<file path="src/rtl/axilite_pkg.sv">
// Shared widths and FSM state encodings for the AXI-Lite slave and its timers.
package axilite_pkg;

  localparam int AXIL_AW = 32;
  localparam int AXIL_DW = 32;
  localparam int AXIL_SW = 4;

  typedef enum logic [1:0] {
    WR_COLLECT = 2'd0,
    WR_ISSUE   = 2'd1,
    WR_WAIT    = 2'd2
  } wr_state_t;

  typedef enum logic [1:0] {
    RD_IDLE  = 2'd0,
    RD_ISSUE = 2'd1,
    RD_WAIT  = 2'd2,
    RD_RESP  = 2'd3
  } rd_state_t;

endpackage

</file>
<file path="src/rtl/axilite_slave_timer.sv">
// Saturating backend-wait timer: cleared on clr_i, counts while en_i, flags expiry
// once TIMEOUT_CYC enabled cycles have elapsed. TIMEOUT_CYC=0 never expires.
module axilite_slave_timer #(
  parameter int unsigned TIMEOUT_CYC = 255
) (
  input  logic clk_i,
  input  logic rst_ni,
  input  logic clr_i,
  input  logic en_i,
  output logic expired_o
);

  localparam int unsigned CW = (TIMEOUT_CYC < 2) ? 1 : $clog2(TIMEOUT_CYC + 1);

  logic [CW-1:0] cnt_q, cnt_d;

  always_comb begin
    cnt_d = cnt_q;
    if (clr_i) begin
      cnt_d = '0;
    end else if (en_i && (cnt_q != '1)) begin
      cnt_d = cnt_q + 1'b1;
    end
  end

  always_ff @(posedge clk_i or negedge rst_ni) begin
    if (!rst_ni) begin
      cnt_q <= '0;
    end else begin
      cnt_q <= cnt_d;
    end
  end

  generate
    if (TIMEOUT_CYC == 0) begin : g_off
      assign expired_o = 1'b0;
    end else begin : g_on
      assign expired_o = en_i && (cnt_q >= CW'(TIMEOUT_CYC));
    end
  endgenerate

endmodule

</file>
<file path="src/rtl/axilite_slave.sv">
// AXI-Lite responder (AW/W/AR/R, no B) turning each access into a single backend
// start/done request; write and read paths run independently.
module axilite_slave
  import axilite_pkg::*;
#(
  parameter int unsigned TIMEOUT_CYC   = 255,
  parameter logic [31:0] TIMEOUT_RDATA = 32'hDEAD_BEEF
) (
  input  logic               axi_aclk,
  input  logic               axi_aresetn,
  input  logic               axi_awvalid,
  input  logic [AXIL_AW-1:0] axi_awaddr,
  output logic               axi_awready,
  input  logic               axi_wvalid,
  input  logic [AXIL_DW-1:0] axi_wdata,
  input  logic [AXIL_SW-1:0] axi_wstrb,
  output logic               axi_wready,
  input  logic               axi_arvalid,
  input  logic [AXIL_AW-1:0] axi_araddr,
  output logic               axi_arready,
  output logic               axi_rvalid,
  output logic [AXIL_DW-1:0] axi_rdata,
  input  logic               axi_rready,
  output logic               bk_wstart,
  output logic [AXIL_AW-1:0] bk_waddr,
  output logic [AXIL_DW-1:0] bk_wdata,
  output logic [AXIL_SW-1:0] bk_wstrb,
  input  logic               bk_wdone,
  output logic               bk_rstart,
  output logic [AXIL_AW-1:0] bk_raddr,
  input  logic [AXIL_DW-1:0] bk_rdata,
  input  logic               bk_rdone,
  output logic               timeout_err
);

  // Holds all readies low while in reset and for the first cycle after release.
  logic live_q;

  wr_state_t          wr_state_q, wr_state_d;
  logic               aw_got_q, aw_got_d, w_got_q, w_got_d;
  logic [AXIL_AW-1:0] awaddr_q, awaddr_d;
  logic [AXIL_DW-1:0] wdata_q, wdata_d;
  logic [AXIL_SW-1:0] wstrb_q, wstrb_d;
  logic [AXIL_AW-1:0] bk_waddr_q, bk_waddr_d;
  logic [AXIL_DW-1:0] bk_wdata_q, bk_wdata_d;
  logic [AXIL_SW-1:0] bk_wstrb_q, bk_wstrb_d;

  rd_state_t          rd_state_q, rd_state_d;
  logic [AXIL_AW-1:0] bk_raddr_q, bk_raddr_d;
  logic [AXIL_DW-1:0] rdata_q, rdata_d;

  logic wr_exp, rd_exp, wr_to, rd_to;
  logic aw_hs, w_hs, ar_hs;

  assign axi_awready = live_q && (wr_state_q == WR_COLLECT) && !aw_got_q;
  assign axi_wready  = live_q && (wr_state_q == WR_COLLECT) && !w_got_q;
  assign axi_arready = live_q && (rd_state_q == RD_IDLE);
  assign aw_hs       = axi_awvalid && axi_awready;
  assign w_hs        = axi_wvalid && axi_wready;
  assign ar_hs       = axi_arvalid && axi_arready;

  assign bk_wstart   = (wr_state_q == WR_ISSUE);
  assign bk_waddr    = bk_waddr_q;
  assign bk_wdata    = bk_wdata_q;
  assign bk_wstrb    = bk_wstrb_q;
  assign bk_rstart   = (rd_state_q == RD_ISSUE);
  assign bk_raddr    = bk_raddr_q;
  assign axi_rvalid  = (rd_state_q == RD_RESP);
  assign axi_rdata   = (rd_state_q == RD_RESP) ? rdata_q : '0;

  // A done arriving on the expiry cycle wins over the timeout.
  assign wr_to       = (wr_state_q == WR_WAIT) && wr_exp && !bk_wdone;
  assign rd_to       = (rd_state_q == RD_WAIT) && rd_exp && !bk_rdone;
  assign timeout_err = wr_to || rd_to;

  always_comb begin
    wr_state_d = wr_state_q;
    aw_got_d   = aw_got_q;
    w_got_d    = w_got_q;
    awaddr_d   = awaddr_q;
    wdata_d    = wdata_q;
    wstrb_d    = wstrb_q;
    bk_waddr_d = bk_waddr_q;
    bk_wdata_d = bk_wdata_q;
    bk_wstrb_d = bk_wstrb_q;
    case (wr_state_q)
      WR_COLLECT: begin
        if (aw_hs) begin
          aw_got_d = 1'b1;
          awaddr_d = axi_awaddr;
        end
        if (w_hs) begin
          w_got_d = 1'b1;
          wdata_d = axi_wdata;
          wstrb_d = axi_wstrb;
        end
        // Backend fields only move when a new request is launched.
        if (aw_got_d && w_got_d) begin
          wr_state_d = WR_ISSUE;
          bk_waddr_d = awaddr_d;
          bk_wdata_d = wdata_d;
          bk_wstrb_d = wstrb_d;
        end
      end
      WR_ISSUE: begin
        aw_got_d   = 1'b0;
        w_got_d    = 1'b0;
        wr_state_d = WR_WAIT;
      end
      WR_WAIT: begin
        if (bk_wdone || wr_exp) begin
          wr_state_d = WR_COLLECT;
        end
      end
      default: wr_state_d = WR_COLLECT;
    endcase
  end

  always_comb begin
    rd_state_d = rd_state_q;
    bk_raddr_d = bk_raddr_q;
    rdata_d    = rdata_q;
    case (rd_state_q)
      RD_IDLE: begin
        if (ar_hs) begin
          bk_raddr_d = axi_araddr;
          rd_state_d = RD_ISSUE;
        end
      end
      RD_ISSUE: rd_state_d = RD_WAIT;
      RD_WAIT: begin
        if (bk_rdone) begin
          rdata_d    = bk_rdata;
          rd_state_d = RD_RESP;
        end else if (rd_exp) begin
          rdata_d    = TIMEOUT_RDATA;
          rd_state_d = RD_RESP;
        end
      end
      RD_RESP: begin
        if (axi_rready) begin
          rd_state_d = RD_IDLE;
        end
      end
      default: rd_state_d = RD_IDLE;
    endcase
  end

  always_ff @(posedge axi_aclk or negedge axi_aresetn) begin
    if (!axi_aresetn) begin
      live_q     <= 1'b0;
      wr_state_q <= WR_COLLECT;
      aw_got_q   <= 1'b0;
      w_got_q    <= 1'b0;
      awaddr_q   <= '0;
      wdata_q    <= '0;
      wstrb_q    <= '0;
      bk_waddr_q <= '0;
      bk_wdata_q <= '0;
      bk_wstrb_q <= '0;
      rd_state_q <= RD_IDLE;
      bk_raddr_q <= '0;
      rdata_q    <= '0;
    end else begin
      live_q     <= 1'b1;
      wr_state_q <= wr_state_d;
      aw_got_q   <= aw_got_d;
      w_got_q    <= w_got_d;
      awaddr_q   <= awaddr_d;
      wdata_q    <= wdata_d;
      wstrb_q    <= wstrb_d;
      bk_waddr_q <= bk_waddr_d;
      bk_wdata_q <= bk_wdata_d;
      bk_wstrb_q <= bk_wstrb_d;
      rd_state_q <= rd_state_d;
      bk_raddr_q <= bk_raddr_d;
      rdata_q    <= rdata_d;
    end
  end

  axilite_slave_timer #(.TIMEOUT_CYC(TIMEOUT_CYC)) u_wr_timer (
    .clk_i     (axi_aclk),
    .rst_ni    (axi_aresetn),
    .clr_i     (wr_state_q == WR_ISSUE),
    .en_i      (wr_state_q == WR_WAIT),
    .expired_o (wr_exp)
  );

  axilite_slave_timer #(.TIMEOUT_CYC(TIMEOUT_CYC)) u_rd_timer (
    .clk_i     (axi_aclk),
    .rst_ni    (axi_aresetn),
    .clr_i     (rd_state_q == RD_ISSUE),
    .en_i      (rd_state_q == RD_WAIT),
    .expired_o (rd_exp)
  );

endmodule
</file>
<file path="config.mk">
export PLATFORM = sky130hd
export DESIGN_NAME = axilite_slave
export DESIGN_NICKNAME = d
export VERILOG_FILES = /design/src/rtl/axilite_pkg.sv /design/src/rtl/axilite_slave_timer.sv /design/src/rtl/axilite_slave.sv
export SDC_FILE = /design/constraint.sdc
export NUM_CORES = 1
export LEC_CHECK = 0
export CORE_MARGIN = 1.5
export CORE_UTILIZATION = 47
export CTS_CLUSTER_SIZE = 12
export DETAILED_ROUTE_END_ITERATION = 10
export PLACE_DENSITY = 0.87
export SLEW_MARGIN = 20
export SYNTH_ARGS = -nofsm -noshare
export SYNTH_HDL_FRONTEND = slang
export SYNTH_SLANG_ARGS = --single-unit
</file>
<file path="constraint.sdc">
create_clock -name axi_aclk -period 2 [get_ports axi_aclk]
set_clock_uncertainty 0.05 [all_clocks]
set_input_delay 0.6 -clock axi_aclk [delete_from_list [all_inputs] [get_ports axi_aclk]]
set_output_delay 0.6 -clock axi_aclk [all_outputs]
set_load 0.01 [all_outputs]
</file>
==> impl_metrics.ini, run 1 <==
[run_status]
failed_checks = setup timing
run_status = finished with violations

[logic_synthesis]
yosys_warnings = 0
post_synth_fa_ha_maj_area_fraction_pct = 0.966
synth_most_common_cell = dfrtp_1
synth_area_leaders = dfrtp_1 62%, mux2_2 13%, mux2_4 9.9%, and2_1 2.6%, o22a_1 2.3%
synth-compound-area-share_pct = 5.67
syn-num-nets = 738
synthCells = 591
synth-xor-area-share_pct = 0.193
netlist.area_leader.share_pct = 61.5
synth_common_cells = 223 x dfrtp_1, 104 x mux2_2, 60 x mux2_4
synthMuxAreaShare_pct = 23.7
synthArstFlopShare_pct = 100
synth-seq-area-share_pct = 61.5
yosysTopAreaCell = dfrtp_1
synth_edf_count = 0
synth_top_family_by_area = multiplexers
synth.distinct_cells = 53
synth-seq-cells = 223
synth-simple-area-share_pct = 5.92
synth_area_um2 = 9070
avgSynthCellArea_um2 = 15.3
synthFlopType = dfrtp_1

[power_and_ir_drop]
pwr_density_cell_nw_per_um2 = 1570
p_sw_mw = 6.47
irDropWorstVdd_mv = 0.975
p_clk_share_pct = 19.9
power_frac_comb_pct = 44.0
swShare_pct = 30.4
seqPwrFrac_pct = 36.0
internal-power_mw = 14.8
leakage_nw = 6.32

[clock_tree]
cts.sinks = 223
insertion_delay_ps = 510
clockBufferDepth = 3
cts_root_buffer = clkbuf_16
cts_buffers = 24
path_clk_slew_ps = 60
htreeDepth = 1
cts_tree = built

[final_layout]
synthToLayoutAreaGrowth_pct = 49.6
diodes = 0
post-route-util_pct = 72.1
nNetsFinal = 1096
fillers = 1246
final_layout_size_suffix_gt1_share_pct = 36.5

[critical_path]
path_class = reg2out
crit_buf_inv = 3
crit_path_end = timeout_err
worst-r2r-setup-slack_ps = -20
slowest_delay_ps = 400
worstPathCellList = buf_4, buf_4, ha_1, nand2b_1, o32ai_2, buf_2
cp-startpoint = rd_state_q[1]
endpoint_kind = output port
reg2reg_depth = 7
critPathArrivalTime_ps = 1730
cp_max_fo = 3
rr_endpoint = bk_waddr[18]
cp-start-kind = flop
r2r-start = wr_state_q[1]
cp.required_ps = 1350
slowest_stage = dfrtp_1
cp_num_cells = 6
crit_path_frequent_cell = buf_4
crit_family = buffers and inverters

[routing]
vias_per_cell = 5.07
drc = 0
wl_per_cell_um = 17.9
route.vias.total = 6211
antenna_left = 0
drt_first_pass_iters = 4
routed_wl_um = 21900
drtIter0Drc = 203

[floorplanning]
die-area_um2 = 20100
die_y_um = 142
start_util_pct = 48.2
die_x_um = 142
io-pin-count = 279
rows = 50
placeableCoreArea_um2 = 18800

[timing]
hold_violations = 0
period_needed_ps = 2380
grt_setup_unrepaired = yes
min_period_over_period_pct = 119
setup_slack_ps = -376
setup_violations = 56
fmax_mhz = 421
hold_slack_ps = 427
setup-tns-final_ps = -11580
slew_viol_final = 0

[hold_path]
hold_class = reg2reg

[place]
gp_congestion = 0.808
hpwl_um = 15000
portBuffers = 278

[global_route]
overflow = 0
antenna_found_initial = 0
grt_usage_pct = 21.5
grt_pass1_vias = 6777
grt_max_degree = 57
grt_pass1_wl_um = 34500

[flow_run]
maxCapViolCount = 0
-- how the worst min path moves through the flow --
| stage | start | endpoint | slack, ps | depth (start not counted) |
|---|---|---|---|---|
| 2_1_floorplan | axi_aresetn | aw_got_q | 250 | 0 |
| 3_3_place_gp | rdata_q[16] | rdata_q[16] | 410 | 1 |
| 3_5_place_dp | rdata_q[27] | rdata_q[27] | 420 | 1 |
| 4_1_cts | rdata_q[28] | rdata_q[28] | 430 | 1 |
| 5_1_grt | u_rd_timer.cnt_q[4] | u_rd_timer.cnt_q[4] | 450 | 1 |
| 6_report | rdata_q[16] | rdata_q[16] | 430 | 1 |
-- cell usage in the layout (no fill, tap or decap), drive strengths merged, types with 3 or more instances in the layout --
cell,instances
clkdlybuf4s50,138
nor2,10
nor2b,3
o21ai,9
a21oi,5
a22o,8
buf,116
clkbuf,44
inv,6
nand3,6
and2,37
dfrtp,223
nand4,4
o311ai,3
dlygate4sd2,100
ha,7
o22a,24
mux2,169
nand2,12
clkinv,3
-- sequential cells by signal, summed over array words and instances, names as in the netlist --
signal,cells
bk_waddr,32
rdata_q,32
bk_wdata,32
aw_got_q,1
rd_state_q,2
wdata_q,32
live_q,1
bk_raddr,32
wstrb_q,4
u_wr_timer.cnt_q,8
wr_state_q,2
awaddr_q,32
u_rd_timer.cnt_q,8
w_got_q,1
bk_wstrb,4
-- layer usage --
| metal | routed length, µm | global-route usage, % | vias to the layer above |
|---|---|---|---|
| met5 | 0 | 0 | - |
| met4 | 673 | 5.91 | 0 |
| met3 | 1570 | 5.87 | 48 |
| met2 | 10800 | 37.7 | 226 |
| met1 | 8860 | 26.2 | 3096 |
| li1 | - | - | 2841 |
-- cells by family (layout without fill, tap and decap cells) --
family | Yosys count | in the layout
compound gates | 66 | 66
xor+xnor | 2 | 2
fa+ha+maj | 7 | 7
buf+inv | 34 | 408
flops | 223 | 223
mux | 171 | 171
other cells | 1 | 1
simple gates | 87 | 87
-- per-stage QoR --
step / setup slack, ps / power [mW] / instances / area [µm²]
after global routing: -437 / 22.5 / 1225 / 13600
after global placement: -532 / 16.9 / 1161 / 12600
final: -376 / 21.3 / 1225 / 13600
after CTS: -356 / 21.1 / 1212 / 13400
after detailed placement: -528 / 17.2 / 1161 / 12600
after floorplan: 101 / 12.7 / 591 / 9070
-- cell type report --
class                           count  area (µm²)  share of cell area, %
Clock buffer                       40         762                   5.62
Clock inverter                      2        10.0                 0.0738
Inverter                            7        32.5                  0.240
Multi-Input combinational cell    334        3420                   25.2
Sequential cell                   223        5580                   41.1
Tap cell                          260         325                   2.40
Timing Repair Buffer              359        3430                   25.3
-- worst reg2reg max path: stages, from the launching register on --
cell	delay, ps
dfrtp_1	390
buf_6	140
nor4b_4	280
buf_4	180
nand2_8	90
buf_12	170
mux2_4	320
mux2_4	270
-- power groups by stage --
| stage | Sequential [mW] | Clock [mW] | Combinational (mW) |
|---|---|---|---|
| global route | 7.91 | 4.50 | 10.1 |
| finish | 7.67 | 4.25 | 9.37 |
| detailed placement | 7.74 | 0 | 9.50 |
| floorplan | 8.06 | 0 | 4.64 |
| CTS | 7.68 | 4.35 | 9.08 |
| global placement | 7.61 | 0 | 9.24 |
-- what timing repair did --
item / CTS / global route
endpoints found under the setup margin: 152 / 80
pin swaps: 8 / 1
gates cloned: 1 / 3
buffers inserted: 7 / 11
resized for setup: 303 / 19
hold endpoints to repair: 26 / 0
hold buffers: 1 / 0
Note: power is estimated with default switching activity, not from simulation.
==> run 2: changes to the inputs <==
- CAP_MARGIN: unset -> 20
- CTS_CLUSTER_SIZE: 12 -> 40
==> run 2 against run 1 <==
Net effect: the run still ends with setup timing left; fmax increased by 0.69%; first-iteration DRC count increased by 18%; critical path depth unchanged; combinational power up 7%; non-clock buffer count up 3; count of clock-buffer cells in the layout decreased by 11; worst hold slack improved by 10 ps; critical endpoint unchanged; die area stayed put; via count is 0.52% higher; final cell count grew 0.33%; routed wire length increased by 4.7%.
==> impl_metrics.ini, run 2 (synthesis results as in run 1) <==
[floorplanning]
die-area_um2 = 20100
io-pin-count = 279
placeableCoreArea_um2 = 18800
start_util_pct = 48.2
die_y_um = 142
rows = 50
die_x_um = 142

[run_status]
run_status = finished with violations
failed_checks = setup timing

[global_route]
antenna_found_initial = 0
grt_pass1_vias = 6909
grt_pass1_wl_um = 35700
overflow = 0
grt_max_degree = 57
grt_usage_pct = 22.5

[critical_path]
critPathArrivalTime_ps = 1710
cp_max_fo = 3
rr_endpoint = bk_waddr[3]
worst-r2r-setup-slack_ps = -40
path_class = reg2out
cp-start-kind = flop
endpoint_kind = output port
reg2reg_depth = 7
cp.required_ps = 1350
r2r-start = wr_state_q[0]

[place]
dp_slack_ps = -528
hpwl_um = 15000
gp_congestion = 0.808
portBuffers = 278

[timing]
hold_violations = 0
grt_setup_unrepaired = yes
fmax_mhz = 424
slew_viol_final = 0
period_needed_ps = 2360
setup_violations = 69
setup_slack_ps = -359
min_period_over_period_pct = 118

[routing]
vias_per_cell = 5.08
drt_first_pass_iters = 4
route.vias.total = 6243
drtIter0Drc = 239
drc = 0
antenna_left = 0
routed_wl_um = 22900
wl_per_cell_um = 18.7

[hold_path]
hold_class = reg2reg
min_to = wdata_q[26]
holdPathStages = 1
min_from = wdata_q[26]

[clock_tree]
htreeDepth = 1
cts_buffers = 24
path_clk_slew_ps = 60
clockBufferDepth = 3
cts.sinks = 223
cts_tree = built
insertion_delay_ps = 500
cts_root_buffer = clkbuf_16

[final_layout]
diodes = 0
final_common_cell = dfrtp_1
mostFrequentLayoutCells = 222 x dfrtp_1, 138 x clkdlybuf4s50_1, 103 x mux2_2
post-route-util_pct = 74.3
final_layout_size_suffix_gt1_share_pct = 39.7
synthToLayoutAreaGrowth_pct = 54.2
nNetsFinal = 1099

[power_and_ir_drop]
pwr_density_cell_nw_per_um2 = 1630
irDropWorstVdd_mv = 0.934
leakage_nw = 6.47

[flow_run]
maxCapViolCount = 0
run 2: changes by cell type in the layout (fill, tap and decap cells not counted), sizes merged:
cell | before | now
clkbuf | 44 | 32
bufinv | 0 | 7
buf | 116 | 120
clkinv | 3 | 6
clkinvlp | 0 | 2
run 2: worst max path at each step:
stage,endpoint,startpoint,cells past startpoint,slack (ps)
after floorplan,timeout_err,u_rd_timer.cnt_q[0],4,100
after global placement,timeout_err,bk_rdone,4,-530
after detailed placement,timeout_err,bk_wdone,3,-530
after CTS,timeout_err,u_rd_timer.cnt_q[1],5,-360
after global routing,timeout_err,u_rd_timer.cnt_q[0],5,-420
final,timeout_err,rd_state_q[1],6,-360
run 2: metal layers:
layer / share of wire (%) / up-vias / global-route usage, % / routed length (µm)
met1: 40 / 3135 / 27.6 / 9240
li1: - / 2847 / - / -
met4: 2.7 / 0 / 5.86 / 629
met2: 50 / 218 / 39.4 / 11600
met3: 6.5 / 43 / 5.80 / 1500
met5: 0 / - / 0 / 0
run 2: area by class of cell:
cell class                 instances  area, µm²
fill                            1191       4840
timing repair buffer             362       3640
clock buffer                      29        671
tap                              260        325
multi-input combinational        334       3490
clock inverter                    14        250
inverter                           7       35.0
sequential                       223       5580
run 2: power by group:
group          internal, mW  total (mW)  switching, mW
clock                  3.28        5.04           1.75
combinational          6.01        10.0           4.00
sequential             6.71        7.71           1.01
total                  16.0        22.8           6.76
run 2: metrics by stage:
stage               instance area, µm²  hold WS [ps]  setup TNS (ps)  instances  total power [mW]
floorplan                         9070           254               0        591              12.7
global placement                 12600           412          -23060       1161              16.9
detailed placement               12600           420          -25030       1161              17.2
CTS                              13500           433          -10010       1215              22.1
global route                     14000           446          -15770       1229              24.0
finish                           14000           437          -11320       1229              22.8
run 2: timing repair:
action,CTS,global route
hold buffers,1,0
setup endpoints to repair,146,80
resized for setup,299,79
pin swaps,8,3
hold endpoints to repair,26,0
gates cloned,3,3
setup buffers,7,12
run 2: critical path: stages, from the launching register on:
cell and delay, ps:
dfrtp_2 450, buf_6 130, buf_4 120, ha_2 160, nand2b_1 110, o32ai_2 90, buf_2 140
